### src/rtl/axis_arb_pkg.sv
// axis_arb_pkg: shared types and helpers for the AXI-Stream round-robin arbiter.
//   arb_state_t : arbiter FSM state (ARB = choosing a source, LOCK = packet in flight)
//   rr_pick     : round-robin selection starting just after the previous winner
package axis_arb_pkg;

  localparam int unsigned MAX_SRC   = 8;
  localparam int unsigned MAX_SRC_W = 3;

  typedef enum logic {
    ARB  = 1'b0,
    LOCK = 1'b1
  } arb_state_t;

  // First set bit of req scanning from last+1 upward, wrapping at n.
  // Returns last when nothing is requested (the caller only uses it when |req).
  function automatic logic [MAX_SRC_W-1:0] rr_pick(
    input logic [MAX_SRC-1:0]   req,
    input logic [MAX_SRC_W-1:0] last,
    input int unsigned          n = MAX_SRC
  );
    logic [MAX_SRC_W-1:0] pick;
    logic                 found;
    int unsigned          idx;
    pick  = last;
    found = 1'b0;
    for (int unsigned k = 1; k <= MAX_SRC; k++) begin
      if (k <= n && !found) begin
        idx = (int'(last) + k) % n;
        if (req[idx]) begin
          pick  = idx[MAX_SRC_W-1:0];
          found = 1'b1;
        end
      end
    end
    return pick;
  endfunction

endpackage

### src/rtl/axis_skid_buffer.sv
// axis_skid_buffer: 2-entry register slice for a valid/ready stream.
// The downstream side is fully registered and the upstream ready is a pure
// register output, so no combinational path crosses the buffer. Sustains one
// transfer per cycle while dn_ready stays high.
// Ports:
//   clk, rst            clock, synchronous active-high reset
//   up_valid/up_ready   upstream handshake, up_data payload
//   dn_valid/dn_ready   downstream handshake, dn_data payload
module axis_skid_buffer
  import axis_arb_pkg::*;
#(
  parameter int WIDTH = 8
) (
  input  logic             clk,
  input  logic             rst,
  input  logic             up_valid,
  output logic             up_ready,
  input  logic [WIDTH-1:0] up_data,
  output logic             dn_valid,
  input  logic             dn_ready,
  output logic [WIDTH-1:0] dn_data
);

  logic             skid_valid;
  logic [WIDTH-1:0] skid_data;

  // Upstream may push whenever the spare entry is empty.
  assign up_ready = !skid_valid;

  always_ff @(posedge clk) begin
    if (rst) begin
      dn_valid   <= 1'b0;
      dn_data    <= '0;
      skid_valid <= 1'b0;
      skid_data  <= '0;
    end else if (dn_ready || !dn_valid) begin
      // Output register is free this cycle: drain the spare entry first.
      if (skid_valid) begin
        dn_valid   <= 1'b1;
        dn_data    <= skid_data;
        skid_valid <= 1'b0;
      end else begin
        dn_valid <= up_valid;
        if (up_valid) begin
          dn_data <= up_data;
        end
      end
    end else if (up_valid && !skid_valid) begin
      // Output stalled: park the beat accepted this cycle.
      skid_valid <= 1'b1;
      skid_data  <= up_data;
    end
  end

endmodule

### src/rtl/axis_rr_arbiter.sv
// axis_rr_arbiter: packet-granular round-robin arbiter sharing one AXI-Stream
// master between N_SRC sources. A grant lasts from the first beat to the TLAST
// beat; one ARB cycle separates packets. M_TID carries the granted index.
// Configuration macro: AXIS_ARB_OUTREG_EN -- when defined the master side goes
// through axis_skid_buffer (registered outputs, +1 cycle latency).
// Ports:
//   ACLK, ARESET                 clock, synchronous active-high reset
//   S_TVALID/S_TREADY            per-source handshake
//   S_TDATA/S_TKEEP/S_TUSER/S_TLAST  per-source payload, source i in slice i
//   M_TVALID/M_TREADY            master handshake
//   M_TDATA/M_TKEEP/M_TUSER/M_TID/M_TLAST  master payload
//   busy                         high while a grant is held (LOCK)
//   grant_idx                    current or most recent granted source
module axis_rr_arbiter
  import axis_arb_pkg::*;
#(
  parameter int DATA_WIDTH = 16,
  parameter int USER_WIDTH = 3,
  parameter int N_SRC      = 4,
  parameter int SRC_W      = $clog2(N_SRC)
) (
  input  logic                           ACLK,
  input  logic                           ARESET,
  input  logic [N_SRC-1:0]               S_TVALID,
  output logic [N_SRC-1:0]               S_TREADY,
  input  logic [N_SRC*DATA_WIDTH-1:0]    S_TDATA,
  input  logic [N_SRC*DATA_WIDTH/8-1:0]  S_TKEEP,
  input  logic [N_SRC*USER_WIDTH-1:0]    S_TUSER,
  input  logic [N_SRC-1:0]               S_TLAST,
  output logic                           M_TVALID,
  input  logic                           M_TREADY,
  output logic [DATA_WIDTH-1:0]          M_TDATA,
  output logic [DATA_WIDTH/8-1:0]        M_TKEEP,
  output logic [USER_WIDTH-1:0]          M_TUSER,
  output logic [SRC_W-1:0]               M_TID,
  output logic                           M_TLAST,
  output logic                           busy,
  output logic [SRC_W-1:0]               grant_idx
);

  localparam int KEEP_W = DATA_WIDTH / 8;
  localparam int PAY_W  = DATA_WIDTH + KEEP_W + USER_WIDTH + SRC_W + 1;

  arb_state_t               state, state_nxt;
  logic [SRC_W-1:0]         grant_nxt;
  logic [SRC_W-1:0]         last_grant, last_nxt;

  logic                     sel_valid;
  logic                     sel_ready;
  logic [DATA_WIDTH-1:0]    sel_data;
  logic [KEEP_W-1:0]        sel_keep;
  logic [USER_WIDTH-1:0]    sel_user;
  logic [SRC_W-1:0]         sel_tid;
  logic                     sel_last;

  always_ff @(posedge ACLK) begin
    if (ARESET) begin
      state      <= ARB;
      grant_idx  <= '0;
      last_grant <= SRC_W'(N_SRC - 1);
    end else begin
      state      <= state_nxt;
      grant_idx  <= grant_nxt;
      last_grant <= last_nxt;
    end
  end

  always_comb begin
    state_nxt = state;
    grant_nxt = grant_idx;
    last_nxt  = last_grant;
    sel_valid = 1'b0;
    sel_data  = '0;
    sel_keep  = '0;
    sel_user  = '0;
    sel_tid   = '0;
    sel_last  = 1'b0;
    S_TREADY  = '0;
    case (state)
      ARB: begin
        if (|S_TVALID) begin
          grant_nxt = SRC_W'(rr_pick(MAX_SRC'(S_TVALID), MAX_SRC_W'(last_grant), N_SRC));
          state_nxt = LOCK;
        end
      end
      LOCK: begin
        sel_valid = S_TVALID[grant_idx];
        sel_data  = S_TDATA[int'(grant_idx)*DATA_WIDTH +: DATA_WIDTH];
        sel_keep  = S_TKEEP[int'(grant_idx)*KEEP_W +: KEEP_W];
        sel_user  = S_TUSER[int'(grant_idx)*USER_WIDTH +: USER_WIDTH];
        sel_last  = S_TLAST[grant_idx];
        sel_tid   = grant_idx;
        S_TREADY[grant_idx] = sel_ready;
        if (sel_valid && sel_ready && sel_last) begin
          last_nxt  = grant_idx;
          state_nxt = ARB;
        end
      end
    endcase
  end

  assign busy = (state == LOCK);

`ifdef AXIS_ARB_OUTREG_EN
  logic [PAY_W-1:0] up_pay;
  logic [PAY_W-1:0] dn_pay;

  // The grant is released once TLAST enters the buffer, not when it leaves.
  assign up_pay = {sel_data, sel_keep, sel_user, sel_tid, sel_last};

  axis_skid_buffer #(
    .WIDTH (PAY_W)
  ) u_skid (
    .clk      (ACLK),
    .rst      (ARESET),
    .up_valid (sel_valid),
    .up_ready (sel_ready),
    .up_data  (up_pay),
    .dn_valid (M_TVALID),
    .dn_ready (M_TREADY),
    .dn_data  (dn_pay)
  );

  assign {M_TDATA, M_TKEEP, M_TUSER, M_TID, M_TLAST} = dn_pay;
`else
  assign sel_ready = M_TREADY;
  assign M_TVALID  = sel_valid;
  assign M_TDATA   = sel_data;
  assign M_TKEEP   = sel_keep;
  assign M_TUSER   = sel_user;
  assign M_TID     = sel_tid;
  assign M_TLAST   = sel_last;
`endif

endmodule
### config.mk
export PLATFORM = sky130hd
export DESIGN_NAME = axis_rr_arbiter
export DESIGN_NICKNAME = d
export VERILOG_FILES = /design/src/rtl/axis_arb_pkg.sv /design/src/rtl/axis_skid_buffer.sv /design/src/rtl/axis_rr_arbiter.sv
export SDC_FILE = /design/constraint.sdc
export NUM_CORES = 1
export LEC_CHECK = 0
export BUFFER_PORTS_ARGS = -buffer_cell sky130_fd_sc_hd__buf_2
export CAP_MARGIN = 15
export CORE_ASPECT_RATIO = 1.4
export CORE_MARGIN = 10
export CORE_UTILIZATION = 33
export CTS_CLUSTER_DIAMETER = 120
export DETAILED_ROUTE_END_ITERATION = 7
export PLACE_DENSITY = 0.8
export SYNTH_ARGS = -nofsm -noshare
export SYNTH_HDL_FRONTEND = slang
export SYNTH_SLANG_ARGS = --single-unit
### constraint.sdc
create_clock -name ACLK -period 2.12 [get_ports ACLK]
set_clock_uncertainty 0.1 [all_clocks]
set_input_delay 0.318 -clock ACLK [delete_from_list [all_inputs] [get_ports ACLK]]
set_output_delay 0.318 -clock ACLK [all_outputs]
set_load 0.1 [all_outputs]
==> results_dict.tcl <==
set metrics [dict create \
    worstSetupStartpoint "grant_idx[0]" \
    first_pass_iters 4 \
    timing.slew.headroom 0.659 \
    die_h_um 86.5 \
    status "finished, final reports clean" \
    drt-total-wl_um 5830 \
    hpwl_um 4880 \
    final_antenna_net_count 0 \
    synth.avg_cell_area_sq_um 10.4 \
    swShare 0.537 \
    worst_hold_slack_ns 0.235 \
    min_period_ns 2.09 \
    via_per_inst 5.39 \
    peakVddDrop_mv 0.492 \
    utilization 0.663 \
    cts_made_buffers 3 \
    worstPathCellList "buf_12 > mux4_2 > and2_4 > buf_4" \
    syn_nets 195 \
    power_frac_clock 0.144 \
    power_frac_seq 0.107 \
    drive_gt1_frac 0.843 \
    fmax_mhz 479 \
    switchingPower_uw 658 \
    arrival_ns 1.67 \
    powerDensity_nw_per_um2 598 \
    final_area_sq_um 2050 \
    grt_pass1_wl_um 8070 \
    finalSetupViolCount 0 \
    cts_buffer_depth 2 \
    grt_overflow 0 \
    combPwrFrac 0.748 \
    portBuffers 126 \
    syn-cell-area_sq_um 1040 \
    num_rows 24 \
    ys_types 27 \
    grt_max_degree 30 \
    initial_utilization 0.337 \
    setup.worst_path.start_class "flop" \
    post-route-drc-count 0 \
    fp.dieW_um 67.5 \
    die_area_sq_um 5840 \
    cellLeakagePower_nw 0.982 \
    synth_seq_cells 5 \
    cp_slowest_cell "mux4_2" \
    worst_pin_slew_ns 0.512 \
    slowest_delay_ns 0.52 \
    diodes 0 \
    min_from "ARESET" \
    numClockSinks 5 \
    syn_to_final_growth_pct 96.4 \
    yosysWarnings 0 \
    timing.final.crit_share 0.986 \
    wl_per_cell_um 21.8 \
    path_class "reg2out" \
    grt_usage 0.179 \
    worstPathMaxFanout 12 \
    ys_seq_area_frac 0.0959 \
    cts_tree "built" \
    drt-initial-drc-count 122 \
    worst_setup_path_end_kind "primary output" \
    post_dp_cell_area_sq_um 1880 \
    cap_violations 0 \
    io_pins 127 \
    min_path_type "in2reg" \
    finish.net_count 325 \
    via_count 1444 \
    internal_power_uw 567 \
    r2r_start "grant_idx[0]" \
    core_sq_um 3090 \
    cts-root-buf "clkbuf_8" \
    final_max_slew_viol_count 0 \
    clk_pin_slew_ns 0.04 \
    grt_pass1_vias 1518 \
    hold_violations 0 \
    antenna_found_initial 0 \
    htreeDepth 1 \
    place.gp.congestion 0.909 \
    clkLatencyLatePin_ns 0.22 \
    worstPathRequired_ns 1.70 \
    synthCells 100 \
]
## registers in the layout, indices dropped and copies added (netlist names)
register / count
grant_idx: 2
last_grant: 2
busy: 1
## cell usage after synthesis (all sizes together)
cell type / instances / share of area
and3: 1 / 0.0060
and2: 24 / 0.15
a211oi: 2 / 0.014
o21ai: 2 / 0.0096
nor2: 7 / 0.025
a21boi: 2 / 0.014
clkbuf: 3 / 0.012
a211o: 2 / 0.017
a31o: 1 / 0.0084
a311oi: 2 / 0.017
o22ai: 1 / 0.0060
dfxtp: 5 / 0.096
nand3: 1 / 0.0048
mux2i: 2 / 0.019
buf: 6 / 0.047
mux4: 22 / 0.47
nor4: 1 / 0.0060
inv: 4 / 0.014
nor3: 2 / 0.0096
nand2: 3 / 0.011
nand2b: 4 / 0.024
nand3b: 1 / 0.0072
a21oi: 2 / 0.0096
## layout by cell type, fill, tap and decap left out, types with 3 or more instances in the layout
master     n
buf_2     98
buf_4     24
mux4_2    22
and2_4    16
and2_2     8
buf_12     8
nor2_4     5
inv_1      4
nand2b_1   4
nand2_1    3
clkbuf_8   3
buf_6      3
## area by class of cell
| cell class | count | area [sq um] |
|---|---|---|
| Sequential cell | 5 | 109 |
| Fill cell | 251 | 1040 |
| Tap cell | 39 | 48.8 |
| Multi-Input combinational cell | 82 | 952 |
| Timing Repair Buffer | 134 | 880 |
| Inverter | 4 | 15.0 |
| Clock buffer | 4 | 45.0 |
## metal layers
metal  global-route usage  up-vias  share of wire
met5                    0        -              0
met4               0.0412        0         0.0098
met3               0.0633        6           0.13
met2                0.344       99           0.55
met1                0.170      693           0.31
li1                     -      646              -
## final timing paths
kind                   endpoint  slack, ns  cells past startpoint
setup reg to reg  last_grant[0]       0.30                      5
hold reg to reg    grant_idx[1]       0.51                      2
setup / recovery     M_TDATA[4]       0.03                      4
hold / removal             busy       0.24                      2
## worst max-delay path: cells and delay by family, from the launching register on
kind | cells | cell delay, ns
simple gates | 1 | 0.18
buf+inv | 2 | 0.38
mux | 1 | 0.52
flops | 1 | 0.37
## cells by family (layout without fill, tap and decap cells)
group	Yosys count	in the layout	synth area share
DFF	5	5	0.0959
muxes	24	24	0.494
AOI/OAI and AO/OA	14	14	0.0959
buffers and inverters	13	142	0.0731
and+or+nand+nor	44	44	0.241
## timing repair
item | 4_1_cts | 5_1_grt
endpoints found under the setup margin | 22 | 21
hold buffers | 0 | 0
resized for setup | 13 | 23
buffers inserted | 3 | 1
## power groups by stage
| stage | clock network [mW] | registers (mW) | logic (mW) |
|---|---|---|---|
| global placement | 0 | 0.159 | 0.812 |
| global route | 0.186 | 0.134 | 0.951 |
| finish | 0.177 | 0.132 | 0.917 |
| detailed placement | 0 | 0.160 | 0.826 |
| floorplan | 0 | 0.146 | 0.649 |
| CTS | 0.180 | 0.137 | 0.884 |
## per-stage QoR
step           instances  setup slack, ns  setup TNS, ns  total power, mW
2_1_floorplan        100          0.00332              0            0.795
3_3_place_gp         260           0.0301              0            0.970
3_5_place_dp         260          0.00685              0            0.987
4_1_cts              267          0.00105              0             1.20
5_1_grt              268         -0.00592       -0.00592             1.27
6_report             268           0.0307              0             1.23
No activity file was read; power rests on OpenSTA's default activity.
